==> config.mk <==
export PLATFORM = sky130hd
export DESIGN_NAME = seg7_count_display
export DESIGN_NICKNAME = d
export VERILOG_FILES = /design/src/rtl/seg7_pkg.sv /design/src/rtl/seg7_count_display_bin2bcd.sv /design/src/rtl/seg7_count_display.sv
export SDC_FILE = /design/constraint.sdc
export NUM_CORES = 1
export LEC_CHECK = 0
export BUFFER_PORTS_ARGS = -buffer_cell sky130_fd_sc_hd__buf_2
export CORE_MARGIN = 2
export CORE_UTILIZATION = 40
export DETAILED_ROUTE_END_ITERATION = 8
export SYNTH_ARGS = -nofsm -noshare
export SYNTH_HDL_FRONTEND = slang
export SYNTH_HIERARCHICAL = 1
export SYNTH_SLANG_ARGS = --single-unit
==> constraint.sdc <==
create_clock -name clk -period 4.24 [get_ports clk]
set_input_delay 0.212 -clock clk [delete_from_list [all_inputs] [get_ports clk]]
set_output_delay 0.212 -clock clk [all_outputs]
set_load 0.005 [all_outputs]
==> src/rtl/seg7_pkg.sv <==
// Shared constants for the seg7_count_display slice: converter FSM encodings,
// active-low segment codes and the digit decoder used by the top level.
package seg7_pkg;

    localparam logic [1:0] ST_IDLE  = 2'd0;
    localparam logic [1:0] ST_SHIFT = 2'd1;
    localparam logic [1:0] ST_DONE  = 2'd2;

    localparam int         BIN_W     = 12;
    localparam logic [3:0] ITER_LAST = 4'd11;

    // Segment bit order is {g,f,e,d,c,b,a}; a 0 lights the segment.
    localparam logic [6:0] SEG_BLANK = 7'h7F;
    localparam logic [6:0] SEG_0     = 7'b1000000;
    localparam logic [6:0] SEG_1     = 7'b1111001;
    localparam logic [6:0] SEG_2     = 7'b0100100;
    localparam logic [6:0] SEG_3     = 7'b0110000;
    localparam logic [6:0] SEG_4     = 7'b0011001;
    localparam logic [6:0] SEG_5     = 7'b0010010;
    localparam logic [6:0] SEG_6     = 7'b0000010;
    localparam logic [6:0] SEG_7     = 7'b1111000;
    localparam logic [6:0] SEG_8     = 7'b0000000;
    localparam logic [6:0] SEG_9     = 7'b0010000;

    function automatic logic [6:0] seg_decode(input logic [3:0] digit);
        logic [6:0] code;
        case (digit)
            4'd0:    code = SEG_0;
            4'd1:    code = SEG_1;
            4'd2:    code = SEG_2;
            4'd3:    code = SEG_3;
            4'd4:    code = SEG_4;
            4'd5:    code = SEG_5;
            4'd6:    code = SEG_6;
            4'd7:    code = SEG_7;
            4'd8:    code = SEG_8;
            4'd9:    code = SEG_9;
            default: code = SEG_BLANK;
        endcase
        return code;
    endfunction

endpackage

==> src/rtl/seg7_count_display_bin2bcd.sv <==
// Sequential double-dabble converter: 12-bit binary to 4 BCD digits,
// one free-running conversion every 14 cycles (IDLE, 12x SHIFT, DONE).
module bin2bcd_seq
    import seg7_pkg::*;
(
    input  logic             clk,
    input  logic             rst_n,
    input  logic [BIN_W-1:0] bin,
    output logic [15:0]      bcd,
    output logic             bcd_valid
);

    logic [1:0]       state_q, state_d;
    logic [BIN_W-1:0] bin_q, bin_d;
    logic [15:0]      acc_q, acc_d;
    logic [3:0]       iter_q, iter_d;
    logic [15:0]      adj;

    always_comb begin
        state_d = state_q;
        bin_d   = bin_q;
        acc_d   = acc_q;
        iter_d  = iter_q;
        adj     = acc_q;
        // Add-3 correction keeps each nibble a valid decimal digit after the shift.
        for (int i = 0; i < 4; i++) begin
            if (acc_q[i*4 +: 4] >= 4'd5) begin
                adj[i*4 +: 4] = acc_q[i*4 +: 4] + 4'd3;
            end
        end
        case (state_q)
            ST_IDLE: begin
                bin_d   = bin;
                acc_d   = 16'h0000;
                iter_d  = 4'd0;
                state_d = ST_SHIFT;
            end
            ST_SHIFT: begin
                {acc_d, bin_d} = {adj[14:0], bin_q, 1'b0};
                iter_d = iter_q + 4'd1;
                if (iter_q == ITER_LAST) begin
                    state_d = ST_DONE;
                end
            end
            ST_DONE: begin
                state_d = ST_IDLE;
            end
            default: begin
                state_d = ST_IDLE;
            end
        endcase
    end

    always_ff @(posedge clk or negedge rst_n) begin
        if (!rst_n) begin
            state_q <= ST_IDLE;
            bin_q   <= '0;
            acc_q   <= 16'h0000;
            iter_q  <= 4'd0;
        end else begin
            state_q <= state_d;
            bin_q   <= bin_d;
            acc_q   <= acc_d;
            iter_q  <= iter_d;
        end
    end

    assign bcd       = acc_q;
    assign bcd_valid = (state_q == ST_DONE);

endmodule

==> src/rtl/seg7_count_display.sv <==
// 4-digit multiplexed common-anode display of a 12-bit count in decimal.
// Optional macro SEG7_LEADING_ZERO_BLANK_EN blanks leading zero digits.
module seg7_count_display
    import seg7_pkg::*;
#(
    parameter int REFRESH_DIV = 50000,
    parameter int DIV_W       = 20
)
(
    input  logic        clk,
    input  logic        rst_n,
    input  logic [11:0] value,
    output logic [3:0]  an,
    output logic [6:0]  seg,
    output logic        dp
);

    localparam logic [DIV_W-1:0] DIV_LAST = DIV_W'(REFRESH_DIV - 1);

    logic [15:0]      bcd;
    logic             bcd_valid;
    logic [15:0]      disp_q, disp_d;
    logic [DIV_W-1:0] div_q, div_d;
    logic [1:0]       idx_q, idx_d;
    logic [3:0]       an_q, an_d;
    logic [6:0]       seg_q, seg_d;
    logic [3:0]       digit;
    logic             blank;

    bin2bcd_seq u_bcd (
        .clk       (clk),
        .rst_n     (rst_n),
        .bin       (value),
        .bcd       (bcd),
        .bcd_valid (bcd_valid)
    );

    always_comb begin
        disp_d = bcd_valid ? bcd : disp_q;
        div_d  = (div_q == DIV_LAST) ? '0 : div_q + DIV_W'(1);
        idx_d  = (div_q == DIV_LAST) ? idx_q + 2'd1 : idx_q;
        digit  = 4'd0;
        blank  = 1'b0;
        case (idx_q)
            2'd0: digit = disp_q[3:0];
            2'd1: digit = disp_q[7:4];
            2'd2: digit = disp_q[11:8];
            default: digit = disp_q[15:12];
        endcase
`ifdef SEG7_LEADING_ZERO_BLANK_EN
        // A digit is a leading zero when it and every digit above it are zero.
        case (idx_q)
            2'd1: blank = (disp_q[15:4] == 12'h000);
            2'd2: blank = (disp_q[15:8] == 8'h00);
            2'd3: blank = (disp_q[15:12] == 4'h0);
            default: blank = 1'b0;
        endcase
`endif
        an_d  = ~(4'b0001 << idx_q);
        seg_d = blank ? SEG_BLANK : seg_decode(digit);
    end

    always_ff @(posedge clk or negedge rst_n) begin
        if (!rst_n) begin
            disp_q <= 16'h0000;
            div_q  <= '0;
            idx_q  <= 2'd0;
            an_q   <= 4'b1111;
            seg_q  <= SEG_BLANK;
        end else begin
            disp_q <= disp_d;
            div_q  <= div_d;
            idx_q  <= idx_d;
            an_q   <= an_d;
            seg_q  <= seg_d;
        end
    end

    assign an  = an_q;
    assign seg = seg_q;
    assign dp  = 1'b1;

endmodule

# After elaboration in Yosys (flattened, before gate mapping)
# Memories as Yosys holds them, arrays and structs flattened. A register that Yosys moved wholly into a read port is not among the register bits.
# Index checks and enable logic that the tools add are counted.
# W data, S select, Z words.
word_totals:
  reg_bits: 76
  rom_bits: 112
  output_inout_bits: 12
  mem_count: 1
  in_bits: 14
classes:
  mux: 11
  add_sub_neg: 7
  bitwise_logic: 1
  n_eq_ne: 7
  reduce_logical: 4
  n_lt_le_gt_ge: 4
  shifts: 1
mem_list:
  columns: ["memory", "depth", "width", "rd", "rd_ports_with_merged_regs", "write_ports", "line_no", "rtl"]
  rows:
  - ["(no name shown)", 16, 7, 1, 1, 0, "seg7_pkg.sv:27", "case (digit)"]
ops:
  columns: ["cell", "count"]
  rows:
  - ["$pmux W16 S2", 1]
  - ["$pmux W12 S2", 1]
  - ["$add A20 B1 Y20 const B", 1]
  - ["$eq A20 B16 Y1 const B", 1]
  - ["$mux W20", 1]
  - ["$ge A4 B3 Y1 const B", 4]
  - ["$add A4 B2 Y4 const B", 3]
  - ["$mux W4", 3]
  - ["$pmux W4 S3", 1]
  - ["$pmux W4 S2", 1]
  - ["$add A4 B1 Y4 const B", 1]
  - ["$eq A2 B1 Y1 const B", 2]
  - ["$eq A2 B2 Y1 const B", 2]
  - ["$eq A4 B4 Y1 const B", 1]
  - ["$logic_not A2 Y1", 2]
  - ["$not A4 Y4", 1]
  - ["$pmux W2 S2", 1]
  - ["$shl A1 B2 Y4 const A", 1]
  - ["$add A3 B2 Y3 const B", 1]
  - ["$mux W3", 1]
  - ["$add A2 B1 Y2 const B", 1]
  - ["$mux W2", 1]
  - ["$ne A2 B1 Y1 const B", 1]
  - ["$reduce_bool A2 Y1", 1]
  - ["$logic_not A1 Y1", 1]

# Depth between registers and ports, before layout
logic_depth:
  depth_word: 3
  ltp_mapped: 8

# Modules after synthesis
# The synthesis kept the hierarchy.
by_module_without_submodules:
  columns: ["module", "n_inst", "cells_each", "seq_area_each_um2", "area_each_um2"]
  rows:
  - ["seg7_count_display", 1, 189, 1239.9, 2247.2]
  - ["bin2bcd_seq", 1, 172, 850.8, 1795.5]

# Least setup slack after synthesis
# OpenSTA, ideal clock, no wires.
synth_timing:
  kind: "register -> register"
  start: "register div_q[6]"
  end: "register idx_q[1]"
  arrival_time_ns: 1.828
  period_less_slack_ns: 1.953
  path_buffers: 0
  stages_incl_launch_ff: 5
  required_ns: 4.115
  setup_time_ns: 0.125
  path_slack_ns: 2.287
  cell_sequence: "dfrtp_1 > or2b_1 > or4_4 > nor4_4 > mux2_4"
synth_via:
  elab_chain_len: 1
synth_rtl:
  columns: ["element", "line_no", "rtl"]
  rows:
  - ["from (decl)", "seg7_count_display.sv:23", "logic [DIV_W-1:0] div_q, div_d;"]
  - ["from (signal assigned)", "seg7_count_display.sv:72", "div_q <= div_d;"]
  - ["$eq A20 B16 Y1", "seg7_count_display.sv:41", "idx_d = (div_q == DIV_LAST) ? idx_q + 2'd1 : idx_q;"]
  - ["to (signal assigned)", "seg7_count_display.sv:73", "idx_q <= idx_d;"]
  - ["to (decl)", "seg7_count_display.sv:24", "logic [1:0] idx_q, idx_d;"]
# No other way between the ends.
# A chain may end at the register's enable or synchronous reset.

# Worst setup path after layout
layout_timing:
  start: "register div_q[8]"
  end: "register idx_q[1]"
# The elaborated chain is that of the path after synthesis.

==> metrics <==
status finished clean; initial antenna violation count 0; die area roughly 11,000 um^2; WL/cell 13.51 um; row cnt 36; final hold viol count 0; commonest non-fill, non-tap cells in the layout dfrtp_1 (72), nand2_1 (36), buf_2 (23); post-synthesis simple-gate area fraction 13.00%; startpoint types flip-flop; die height between 100 and 150 um; number of max-cap violations 0; hold-fix buffer count after cts 0; RSZ-0062 raised after global routing false; CP max FO 10; Post-Syn Area around 4000 um^2; Synth warnings 6; DR DRC count 0; Clk Latency, worst-skew pair between 300 and 400 ps; Initial Util 41.36%; number of flops mapped to enable cells by yosys 0; Avg Inst Size Synth roughly 11 um^2; Final Hold Slack 20.49 ps; CTS tree yes; Placed Cells just over 500; Final Cycle Share between 40% and 50%; commonest non-fill, non-tap cell in the layout dfrtp_1; Primary FF master, synth dfrtp_1; Finished Cell Area 4420 um^2; Final Non-Filler Cells 523; Overall Global Routing Usage 14.19%; total global routing overflow 0; post-CTS setup buffers 0; Power per Cell Area between 400 and 500 nW/um^2; share of layout cells above drive strength 1 20.77%; H-tree lvl count 3; CTS Sinks 83; largest family of logic cells by synthesized area simple AND/OR/NAND/NOR gates; XOR/XNOR share of the synthesized area under 10%; Resize count post-CTS 0; crit-path leading delay family simple AND/OR/NAND/NOR gates; Synth Area in Compound Gates a little under an eighth; critical path type reg -> reg; # fillers 942; Max Clock Freq roughly 0.47 GHz; final setup TNS 0 ps; Lkg Pwr roughly 2.1 nW; Layout Skew ~6.3 ps; unique cell type count in the Yosys netlist 48; peak supply drop between 0.00015 and 0.0002 V; Die W approximately 100 um; largest stage delay on the critical path 570 ps; DRT Pass-1 Iters 4; fin util a little under half; Slew @ Worst Pin between 1000 and 1500 ps; I/O Buffers 24; final net count roughly 420; Synth Instances ~360; Clock transition at path regs approximately 80 ps; flop2flop setup slack 2120 ps; dpl ws 2118 ps; Core Area slightly below 10,000 um^2; DR vias ~2,600; Buf+Inv Stages, Crit Path 0; crit path capture type flip-flop; mux share of post-synthesis cell area under 10%; diode count 0; Worst Path Required roughly 4500 ps; Cell Chain, Critical Path nand4_1 > or4_4 > nor4_4 > mux2_4; first-pass GRT wire length approximately 13 mm; cts bufs inserted 9; DP Area 4259 um^2; WL final 7.065 mm; dpl hpwl ~4.7 mm; Slew Viols, Final 0; Seq/Total Area, Yosys roughly 52%; vias in the first global route 2,645; clock buffer depth 2; Tightest Hold Check Type in -> async; CP max-delay cell nor4_4; setup ws final 2123 ps; Vias/cell about 5; P&R area growth vs syn 9.347%; First DRT Iteration DRCs 103; Final setup viols 0; Pwr Total around 1.8 mW; largest net degree at the start of global routing 84; Routed Antenna Nets 0; IO Pins 26; minimum clock period 2117 ps; Placer Congestion approximately 0.85; Post-synth ARST share 100.0%; CP arrival 2360 ps; Adder-Cell Fraction of Synth Area ~5.6%; post-synth net total around 390; Root Buffer clkbuf_8; Slew headroom a little under a third; Yosys reg bits 83
layer usage:
| layer | global-route usage [%] | part of all wire, % | wire length (um) | up-vias |
|---|---|---|---|---|
| met5 | 0 | 0 | 0 | - |
| met2 | 21.94 | 46 | 3224 | 31 |
| li1 | - | - | - | 1307 |
| met4 | 5.695 | 1.8 | 125 | 0 |
| met3 | 3.805 | 3.1 | 221 | 10 |
| met1 | 18.96 | 49 | 3494 | 1263 |
registers in the layout, indices dropped and copies added, names as in the netlist:
register / flops
u_bcd/bin_q: 12
an: 4
div_q: 20
idx_q: 2
disp_q: 16
u_bcd/iter_q: 4
seg: 7
u_bcd/bcd: 16
u_bcd/state_q: 2
Yosys cell counts (2+ instances only):
library cell  count  share of area, %
a222oi_1          4              0.99
buf_2             4              0.50
mux2i_1          16               4.0
ha_1             18               5.6
a21oi_1           5              0.62
nand2b_1          5              0.77
nand4_1           6              0.93
dfrtp_1          72                45
a21oi_2           4              0.87
nor2b_1           5              0.77
a31oi_1           2              0.31
clkbuf_1          3              0.28
buf_4             4              0.74
or4_4             2              0.56
o21ai_0          22               2.7
o21ai_1           2              0.25
nor3_1            5              0.62
mux2_2           16               4.5
nor2_1           15               1.4
xnor2_1          17               3.7
a22o_1           11               2.4
nor4_1            2              0.31
and3_1            4              0.62
nand2_1          36               3.3
nand3_1          13               1.6
xor2_1            7               1.5
a21o_2            3              0.65
a32o_1            7               1.7
inv_1            22               2.0
dfstp_2          11               7.1
where the power goes:
group / switching (mW) / internal (mW) / total (mW)
combinational: 0.160 / 0.162 / 0.322
sequential: 0.0574 / 0.910 / 0.968
clock: 0.278 / 0.210 / 0.488
total: 0.495 / 1.28 / 1.78
final cells by class:
cell class / instances / area [um^2] / share of cell area [%]
Clock buffer: 11 / 131.4 / 2.972
Clock inverter: 5 / 30.03 / 0.6793
Inverter: 23 / 86.33 / 1.953
Multi-Input combinational cell: 242 / 1778 / 40.22
Sequential cell: 83 / 2091 / 47.30
Tap cell: 133 / 166.4 / 3.765
Timing Repair Buffer: 26 / 137.6 / 3.114
cell families (layout without fill, tap and decap cells):
| family | after synthesis | count (layout) |
|---|---|---|
| AND/OR/NAND/NOR | 102 | 102 |
| adder cells (fa/ha/maj) | 18 | 18 |
| XOR/XNOR | 24 | 24 |
| buffers and inverters | 36 | 65 |
| flip-flops | 83 | 83 |
| other | 1 | 1 |
| AO/OA/AOI/OAI | 64 | 64 |
| multiplexers | 33 | 33 |
worst paths after layout:
path / start / to / cells after the start
max: div_q[8]$_DFF_PN0_ / idx_q[1]$_DFFE_PN0N_ / 4
min: rst_n / u_bcd/bcd[4]$_DFFE_PN0P_ / 1
max reg2reg: div_q[8]$_DFF_PN0_ / idx_q[1]$_DFFE_PN0N_ / 4
min reg2reg: u_bcd/bin_q[3]$_DFFE_PN0P_ / u_bcd/bin_q[3]$_DFFE_PN0P_ / 2
max in group asynchronous: rst_n / u_bcd/bin_q[1]$_DFFE_PN0P_ / 1
min in group clk: value[0] / u_bcd/bin_q[0]$_DFFE_PN0P_ / 2
Note: power is estimated with default switching activity, not from simulation.
